==> config.mk <==
export PLATFORM = sky130hd
export DESIGN_NAME = mem_access_sequencer_flat
export DESIGN_NICKNAME = d
export VERILOG_FILES = /design/src/rtl/mem_ctrl_pkg.sv /design/src/rtl/mem_access_sequencer_if.sv /design/src/rtl/latency_counter.sv /design/src/rtl/mem_access_sequencer.sv /design/src/flat_wrapper.sv
export SDC_FILE = /design/constraint.sdc
export NUM_CORES = 1
export LEC_CHECK = 0
export BUFFER_PORTS_ARGS = -buffer_cell sky130_fd_sc_hd__buf_2
export CORE_MARGIN = 2
export CORE_UTILIZATION = 25
export CTS_CLUSTER_DIAMETER = 30
export DETAILED_ROUTE_END_ITERATION = 10
export SLEW_MARGIN = 20
export SYNTH_ARGS = -nofsm -noshare
export SYNTH_HDL_FRONTEND = slang
export SYNTH_SLANG_ARGS = --single-unit
export TNS_END_PERCENT = 100
==> constraint.sdc <==
create_clock -name CLK -period 1.7 [get_ports CLK]
set_clock_uncertainty 0.05 [all_clocks]
set_input_delay 0.17 -clock CLK [delete_from_list [all_inputs] [get_ports CLK]]
set_output_delay 0.17 -clock CLK [all_outputs]
set_load 0.02 [all_outputs]
==> src/rtl/mem_ctrl_pkg.sv <==
// Shared definitions for the data-memory access sequencer.
//   state_e        : sequencer FSM states
//   DATA_WIDTH     : datapath / RAM word width
//   BYTE_OFF_WIDTH : byte-offset bits below the word address
package mem_ctrl_pkg;

  localparam int unsigned DATA_WIDTH     = 32;
  localparam int unsigned BYTE_OFF_WIDTH = 2;

  typedef enum logic [1:0] {
    IDLE,
    READ_WAIT,
    READ_DONE
  } state_e;

endpackage

==> src/rtl/mem_access_sequencer_if.sv <==
// Bus bundle between the MEM stage, the sequencer and the block RAM.
//   Datapath side : MemRead, MemWrite, Addr, WriteData -> ReadData, Stall, AddrError
//   RAM side      : ram_en, ram_we, ram_addr, ram_din  <- ram_dout
// slave  : the sequencer's view (consumes requests, drives the RAM)
// master : the environment's view (datapath + RAM)
interface mem_access_sequencer_if
  import mem_ctrl_pkg::*;
#(
  parameter int unsigned ADDR_WIDTH = 10
);

  logic                  MemRead;
  logic                  MemWrite;
  logic [DATA_WIDTH-1:0] Addr;
  logic [DATA_WIDTH-1:0] WriteData;
  logic [DATA_WIDTH-1:0] ReadData;
  logic                  Stall;
  logic                  AddrError;
  logic                  ram_en;
  logic                  ram_we;
  logic [ADDR_WIDTH-1:0] ram_addr;
  logic [DATA_WIDTH-1:0] ram_din;
  logic [DATA_WIDTH-1:0] ram_dout;

  modport slave (
    input  MemRead, MemWrite, Addr, WriteData, ram_dout,
    output ReadData, Stall, AddrError, ram_en, ram_we, ram_addr, ram_din
  );

  modport master (
    output MemRead, MemWrite, Addr, WriteData, ram_dout,
    input  ReadData, Stall, AddrError, ram_en, ram_we, ram_addr, ram_din
  );

endinterface

==> src/rtl/latency_counter.sv <==
// Loadable down-counter tracking outstanding RAM read latency.
//   clk_i, rst_ni : clock, async active-low reset
//   load_i        : load READ_LATENCY-1 (has priority over dec_i)
//   dec_i         : decrement, saturating at zero
//   zero_o        : counter is zero
module latency_counter #(
  parameter int unsigned READ_LATENCY = 2
) (
  input  logic clk_i,
  input  logic rst_ni,
  input  logic load_i,
  input  logic dec_i,
  output logic zero_o
);

  localparam int unsigned CntWidth = $clog2(READ_LATENCY + 1);
  localparam logic [CntWidth-1:0] LoadVal = CntWidth'(READ_LATENCY - 1);

  logic [CntWidth-1:0] cnt_q, cnt_d;

  always_comb begin
    cnt_d = cnt_q;
    if (load_i) begin
      cnt_d = LoadVal;
    end else if (dec_i && (cnt_q != '0)) begin
      cnt_d = cnt_q - 1'b1;
    end
  end

  always_ff @(posedge clk_i or negedge rst_ni) begin
    if (!rst_ni) begin
      cnt_q <= '0;
    end else begin
      cnt_q <= cnt_d;
    end
  end

  assign zero_o = (cnt_q == '0);

endmodule

==> src/rtl/mem_access_sequencer.sv <==
// MEM-stage sequencer between the MIPS datapath and a synchronous block RAM.
// Stores complete in the request cycle; loads stall the datapath for
// READ_LATENCY+1 cycles and the result is registered into ReadData.
// Illegal requests (misaligned, out of range, read+write) are dropped and
// flagged on AddrError.
//   CLK   : rising-edge clock
//   Reset : async active-low reset
//   bus   : datapath and RAM signals (slave modport)
module mem_access_sequencer
  import mem_ctrl_pkg::*;
#(
  parameter int unsigned ADDR_WIDTH   = 10,
  parameter int unsigned READ_LATENCY = 2
) (
  input  logic                          CLK,
  input  logic                          Reset,
  mem_access_sequencer_if.slave         bus
);

  state_e                state_q, state_d;
  logic [DATA_WIDTH-1:0] read_data_q, read_data_d;

  logic cnt_load, cnt_dec, cnt_zero;

  logic misaligned, out_of_range, conflict, illegal, rd_ok, wr_ok;

  logic                  stall;
  logic                  addr_error;
  logic                  ram_en;
  logic                  ram_we;
  logic [ADDR_WIDTH-1:0] ram_addr;
  logic [DATA_WIDTH-1:0] ram_din;

  always_comb begin
    misaligned   = |bus.Addr[BYTE_OFF_WIDTH-1:0];
    out_of_range = |bus.Addr[DATA_WIDTH-1:ADDR_WIDTH+BYTE_OFF_WIDTH];
    conflict     = bus.MemRead & bus.MemWrite;
    illegal      = (bus.MemRead | bus.MemWrite) & (misaligned | out_of_range | conflict);
    rd_ok        = bus.MemRead & ~illegal;
    wr_ok        = bus.MemWrite & ~illegal;
  end

  always_comb begin
    state_d     = state_q;
    read_data_d = read_data_q;
    cnt_load    = 1'b0;
    cnt_dec     = 1'b0;
    stall       = 1'b0;
    addr_error  = 1'b0;
    ram_en      = 1'b0;
    ram_we      = 1'b0;
    ram_addr    = '0;
    ram_din     = '0;
    unique case (state_q)
      IDLE: begin
        addr_error = illegal;
        if (wr_ok) begin
          ram_en   = 1'b1;
          ram_we   = 1'b1;
          ram_addr = bus.Addr[ADDR_WIDTH+BYTE_OFF_WIDTH-1:BYTE_OFF_WIDTH];
          ram_din  = bus.WriteData;
        end else if (rd_ok) begin
          ram_en   = 1'b1;
          ram_addr = bus.Addr[ADDR_WIDTH+BYTE_OFF_WIDTH-1:BYTE_OFF_WIDTH];
          stall    = 1'b1;
          cnt_load = 1'b1;
          state_d  = READ_WAIT;
        end
      end
      READ_WAIT: begin
        stall = 1'b1;
        if (cnt_zero) begin
          read_data_d = bus.ram_dout;
          state_d     = READ_DONE;
        end else begin
          cnt_dec = 1'b1;
        end
      end
      READ_DONE: begin
        // Datapath advances this cycle; any request it still shows is stale.
        state_d = IDLE;
      end
      default: begin
        state_d = IDLE;
      end
    endcase
  end

  always_ff @(posedge CLK or negedge Reset) begin
    if (!Reset) begin
      state_q     <= IDLE;
      read_data_q <= '0;
    end else begin
      state_q     <= state_d;
      read_data_q <= read_data_d;
    end
  end

  latency_counter #(
    .READ_LATENCY (READ_LATENCY)
  ) u_latency_counter (
    .clk_i  (CLK),
    .rst_ni (Reset),
    .load_i (cnt_load),
    .dec_i  (cnt_dec),
    .zero_o (cnt_zero)
  );

  // Combinational outputs are forced low while reset is held, even though
  // the FSM sits in IDLE and would otherwise accept a request.
  assign bus.ReadData  = read_data_q;
  assign bus.Stall     = Reset & stall;
  assign bus.AddrError = Reset & addr_error;
  assign bus.ram_en    = Reset & ram_en;
  assign bus.ram_we    = Reset & ram_we;
  assign bus.ram_addr  = Reset ? ram_addr : '0;
  assign bus.ram_din   = Reset ? ram_din : '0;

endmodule

==> src/flat_wrapper.sv <==
// flat-port wrapper written by rule: the top's interface ports become plain ports
module mem_access_sequencer_flat import mem_ctrl_pkg::*;
#(
  parameter int unsigned ADDR_WIDTH   = 10,
  parameter int unsigned READ_LATENCY = 2
)
  (CLK, Reset, bus_MemRead, bus_MemWrite, bus_Addr, bus_WriteData, bus_ram_dout, bus_ReadData, bus_Stall, bus_AddrError, bus_ram_en, bus_ram_we, bus_ram_addr, bus_ram_din);
  mem_access_sequencer_if #(.ADDR_WIDTH(ADDR_WIDTH)) bus_i ();
  input  logic CLK;
  input  logic Reset;
  input wire logic [$bits(bus_i.MemRead)-1:0] bus_MemRead;
  input wire logic [$bits(bus_i.MemWrite)-1:0] bus_MemWrite;
  input wire logic [$bits(bus_i.Addr)-1:0] bus_Addr;
  input wire logic [$bits(bus_i.WriteData)-1:0] bus_WriteData;
  input wire logic [$bits(bus_i.ram_dout)-1:0] bus_ram_dout;
  output wire logic [$bits(bus_i.ReadData)-1:0] bus_ReadData;
  output wire logic [$bits(bus_i.Stall)-1:0] bus_Stall;
  output wire logic [$bits(bus_i.AddrError)-1:0] bus_AddrError;
  output wire logic [$bits(bus_i.ram_en)-1:0] bus_ram_en;
  output wire logic [$bits(bus_i.ram_we)-1:0] bus_ram_we;
  output wire logic [$bits(bus_i.ram_addr)-1:0] bus_ram_addr;
  output wire logic [$bits(bus_i.ram_din)-1:0] bus_ram_din;
  assign bus_i.MemRead = bus_MemRead;
  assign bus_i.MemWrite = bus_MemWrite;
  assign bus_i.Addr = bus_Addr;
  assign bus_i.WriteData = bus_WriteData;
  assign bus_i.ram_dout = bus_ram_dout;
  assign bus_ReadData = bus_i.ReadData;
  assign bus_Stall = bus_i.Stall;
  assign bus_AddrError = bus_i.AddrError;
  assign bus_ram_en = bus_i.ram_en;
  assign bus_ram_we = bus_i.ram_we;
  assign bus_ram_addr = bus_i.ram_addr;
  assign bus_ram_din = bus_i.ram_din;
  mem_access_sequencer #(.ADDR_WIDTH(ADDR_WIDTH), .READ_LATENCY(READ_LATENCY)) u_core (.CLK(CLK), .Reset(Reset), .bus(bus_i));
endmodule
==> flow_metrics.env <==
export IMPL_avgSynthCellArea_sq_um=8.06
export IMPL_cts_tree="done"
export IMPL_initial_core_util_pct=26.0
export IMPL_slew_viol_final=0
export IMPL_rr_startpoint="u_core.u_latency_counter.cnt_q[0]"
export IMPL_setup_worst_path_start_class="register"
export IMPL_rsz0062_at_grt="yes"
export IMPL_slew_headroom_pct=68.6
export IMPL_die_h_um=88.6
export IMPL_via_per_inst=4.18
export IMPL_grt_use_total_pct=14.0
export IMPL_first_iter_violations=25
export IMPL_path_clk_slew_ps=70
export IMPL_htree_num_levels=2
export IMPL_worst_slew_pin_slew_ps=471
export IMPL_ant_nets=0
export IMPL_ios=178
export IMPL_layout_drive_gt1_share_pct=52.1
export IMPL_outcome="finished, violations left"
export IMPL_drv_cap=0
export IMPL_p_per_area_nw_per_um2=531
export IMPL_grt_start_max_net_pins=38
export IMPL_num_rows=30
export IMPL_synth_cell_types=24
export IMPL_cts_buffers=5
export IMPL_rrSetupSlack_ps=120
export IMPL_endpoint_kind="primary output"
export IMPL_avgRoutedWirePerCell_um=12.1
export IMPL_crit_required_ps=1480
export IMPL_setup_viol=45
export IMPL_worst_hold_slack_ps=-68.5
export IMPL_critPathKind="reg2out"
export IMPL_hold_viol=36
export IMPL_die_w_um=88.6
export IMPL_dieArea_sq_um=7850
export IMPL_fp_coreArea_sq_um=6870
export IMPL_portBuffers=177
export IMPL_dp_hpwl_um=4370
export IMPL_worst_slack_ps=-230
export IMPL_p_leak_uw=0.00181
export IMPL_synthCells=222
export IMPL_dr_total_vias=2101
export IMPL_cp_arrival_ps=1710
export IMPL_synth_area_sq_um=1790
export IMPL_max_freq_mhz=518
export IMPL_clock_path_buffers=2
export IMPL_synth_seq_cells=36
export IMPL_cp_max_fo=33
export IMPL_synth_fp_nets=323
export IMPL_reg2regPathDepth=6
export IMPL_post_route_util_pct=48.6
export IMPL_grt_first_pass_wirelength_um=8750
export IMPL_power_uw=1770
export IMPL_min_period_ps=1930
export IMPL_antenna_found_initial=0
export IMPL_period_share_pct=114
export IMPL_synth_warnings=0
export IMPL_violations="negative hold slack, negative setup slack"
export IMPL_yosysTopAreaCell="dfrtp_1"
export IMPL_hold_path_class="in2async"
export IMPL_gp_congestion=0.783
export IMPL_overflow=0
export IMPL_drt_pass1_iter_count=4
export IMPL_cts_sinks=36
export IMPL_ir_worst_vdd_uv=283
export IMPL_area_growth_pct=86.7
export IMPL_clk_latency_ps=280
export IMPL_wl_um=6100
export IMPL_r2r_end="u_core.u_latency_counter.cnt_q[1]"
export IMPL_grt_pass1_vias=2003
export IMPL_ys_seq_area_share_pct=50.3
export IMPL_drc_errors=0
export IMPL_final_nets=508
export IMPL_netlist_top_cells_area="dfrtp_1, nand2_1, and2_1"
export IMPL_antenna_cells=0
export IMPL_root_buffer="clkbuf_8"
export IMPL_synth_top_cell_area_share_pct=50.3
## repair_timing
item / 4_1_cts / 5_1_grt
buffers inserted: 0 / 1
cloned: 0 / 0
resized for setup: 73 / 32
hold endpoints to repair: 36 / 36
pin swaps: 7 / 1
endpoints found under the setup margin: 46 / 46
## worst max-delay path by stage
stage | start | to | slack [ps] | cells after the start
global placement | bus_Addr[27] | bus_ram_addr[1] | -250 | 8
CTS | u_core.state_q[0] | bus_ram_addr[1] | -240 | 6
floorplan | u_core.state_q[0] | bus_ram_addr[0] | 0.03 | 6
global route | u_core.state_q[0] | bus_ram_din[10] | -360 | 6
detailed placement | bus_Addr[27] | bus_ram_addr[2] | -280 | 8
finish | u_core.state_q[0] | bus_ram_din[10] | -230 | 6
## synthesized netlist by cell type
library cell	number
a221oi_2	1
nor3b_1	2
inv_1	4
or4b_4	1
o31ai_1	1
nand3b_1	1
nor3_1	1
nand2_1	99
buf_2	1
dfrtp_1	36
a31oi_1	1
o21ai_0	1
nand2b_1	1
clkbuf_1	9
buf_1	1
nor3_2	1
nor4_1	5
ha_1	1
nand3_1	1
nand4_1	1
or3b_2	1
and2_1	42
a21oi_1	3
nor2_1	7
## registers in the layout, indices dropped and copies added (netlist names)
register	cells
u_core.bus.ReadData	32
u_core.state_q	2
u_core.u_latency_counter.cnt_q	2
## where the power goes
group / internal [uW] / total, uW / switching [uW]
clock: 279 / 565 / 286
combinational: 144 / 298 / 153
sequential: 895 / 913 / 17.6
total: 1320 / 1770 / 457
## critical path: stages (launching register included)
cell and delay, ps:
dfrtp_1 390, nor3b_2 260, nand2_1 110, nor3_2 190, buf_12 190, and2_1 170, buf_6 130
## cells by family (layout without fill, tap and decap cells)
| kind of cell | count (synthesis) | in the layout | synth area share, % |
|---|---|---|---|
| AND/OR/NAND/NOR | 163 | 163 | 43.0 |
| flip-flops | 36 | 36 | 50.3 |
| buffers and inverters | 15 | 200 | 3.22 |
| AO/OA/AOI/OAI | 7 | 7 | 2.73 |
| adder cells (fa/ha/maj) | 1 | 1 | 0.699 |
## through the flow
stage | worst slack, ps | area (sq um) | TNS [ps] | hold WS (ps) | cells
6_report | -230 | 3340 | -8590 | -68.5 | 503
5_1_grt | -358 | 3340 | -14110 | -24.1 | 503
4_1_cts | -244 | 3210 | -8610 | -50.5 | 502
3_5_place_dp | -282 | 2870 | -7040 | 261 | 495
3_3_place_gp | -246 | 2870 | -8130 | 262 | 495
2_1_floorplan | 0.0293 | 1800 | 0 | -176 | 222
## layout make-up
| cell class | instances | area (sq um) |
|---|---|---|
| Tap cell | 96 | 120 |
| Clock inverter | 1 | 5.00 |
| Sequential cell | 36 | 901 |
| Fill cell | 672 | 3530 |
| Timing Repair Buffer | 189 | 1300 |
| Multi-Input combinational cell | 171 | 930 |
| Clock buffer | 6 | 72.6 |
| Inverter | 4 | 15.0 |
## per-layer routing
metal	global-route usage, %	wire [um]
met1	15.2	2250
met2	26.5	3290
met3	3.45	491
met4	4.13	62
met5	0	0
## cells in the final DEF, fill, tap and decap left out, drive strengths merged
cell / synthesis / layout
dfrtp: 36 / 36
nand2: 99 / 99
nor3b: 2 / 2
a31oi: 1 / 1
a221oi: 1 / 1
nand3: 1 / 1
or3b: 1 / 1
o21ai: 1 / 1
nand4: 1 / 1
nor2: 7 / 7
or4b: 1 / 1
nor4: 5 / 5
clkbuf: 9 / 6
buf: 2 / 189
inv: 4 / 4
o31ai: 1 / 1
and2: 42 / 42
clkinv: 0 / 1
nand2b: 1 / 1
nor3: 2 / 2
nand3b: 1 / 1
a21oi: 3 / 3
ha: 1 / 1
Note: power is estimated with default switching activity, not from simulation.
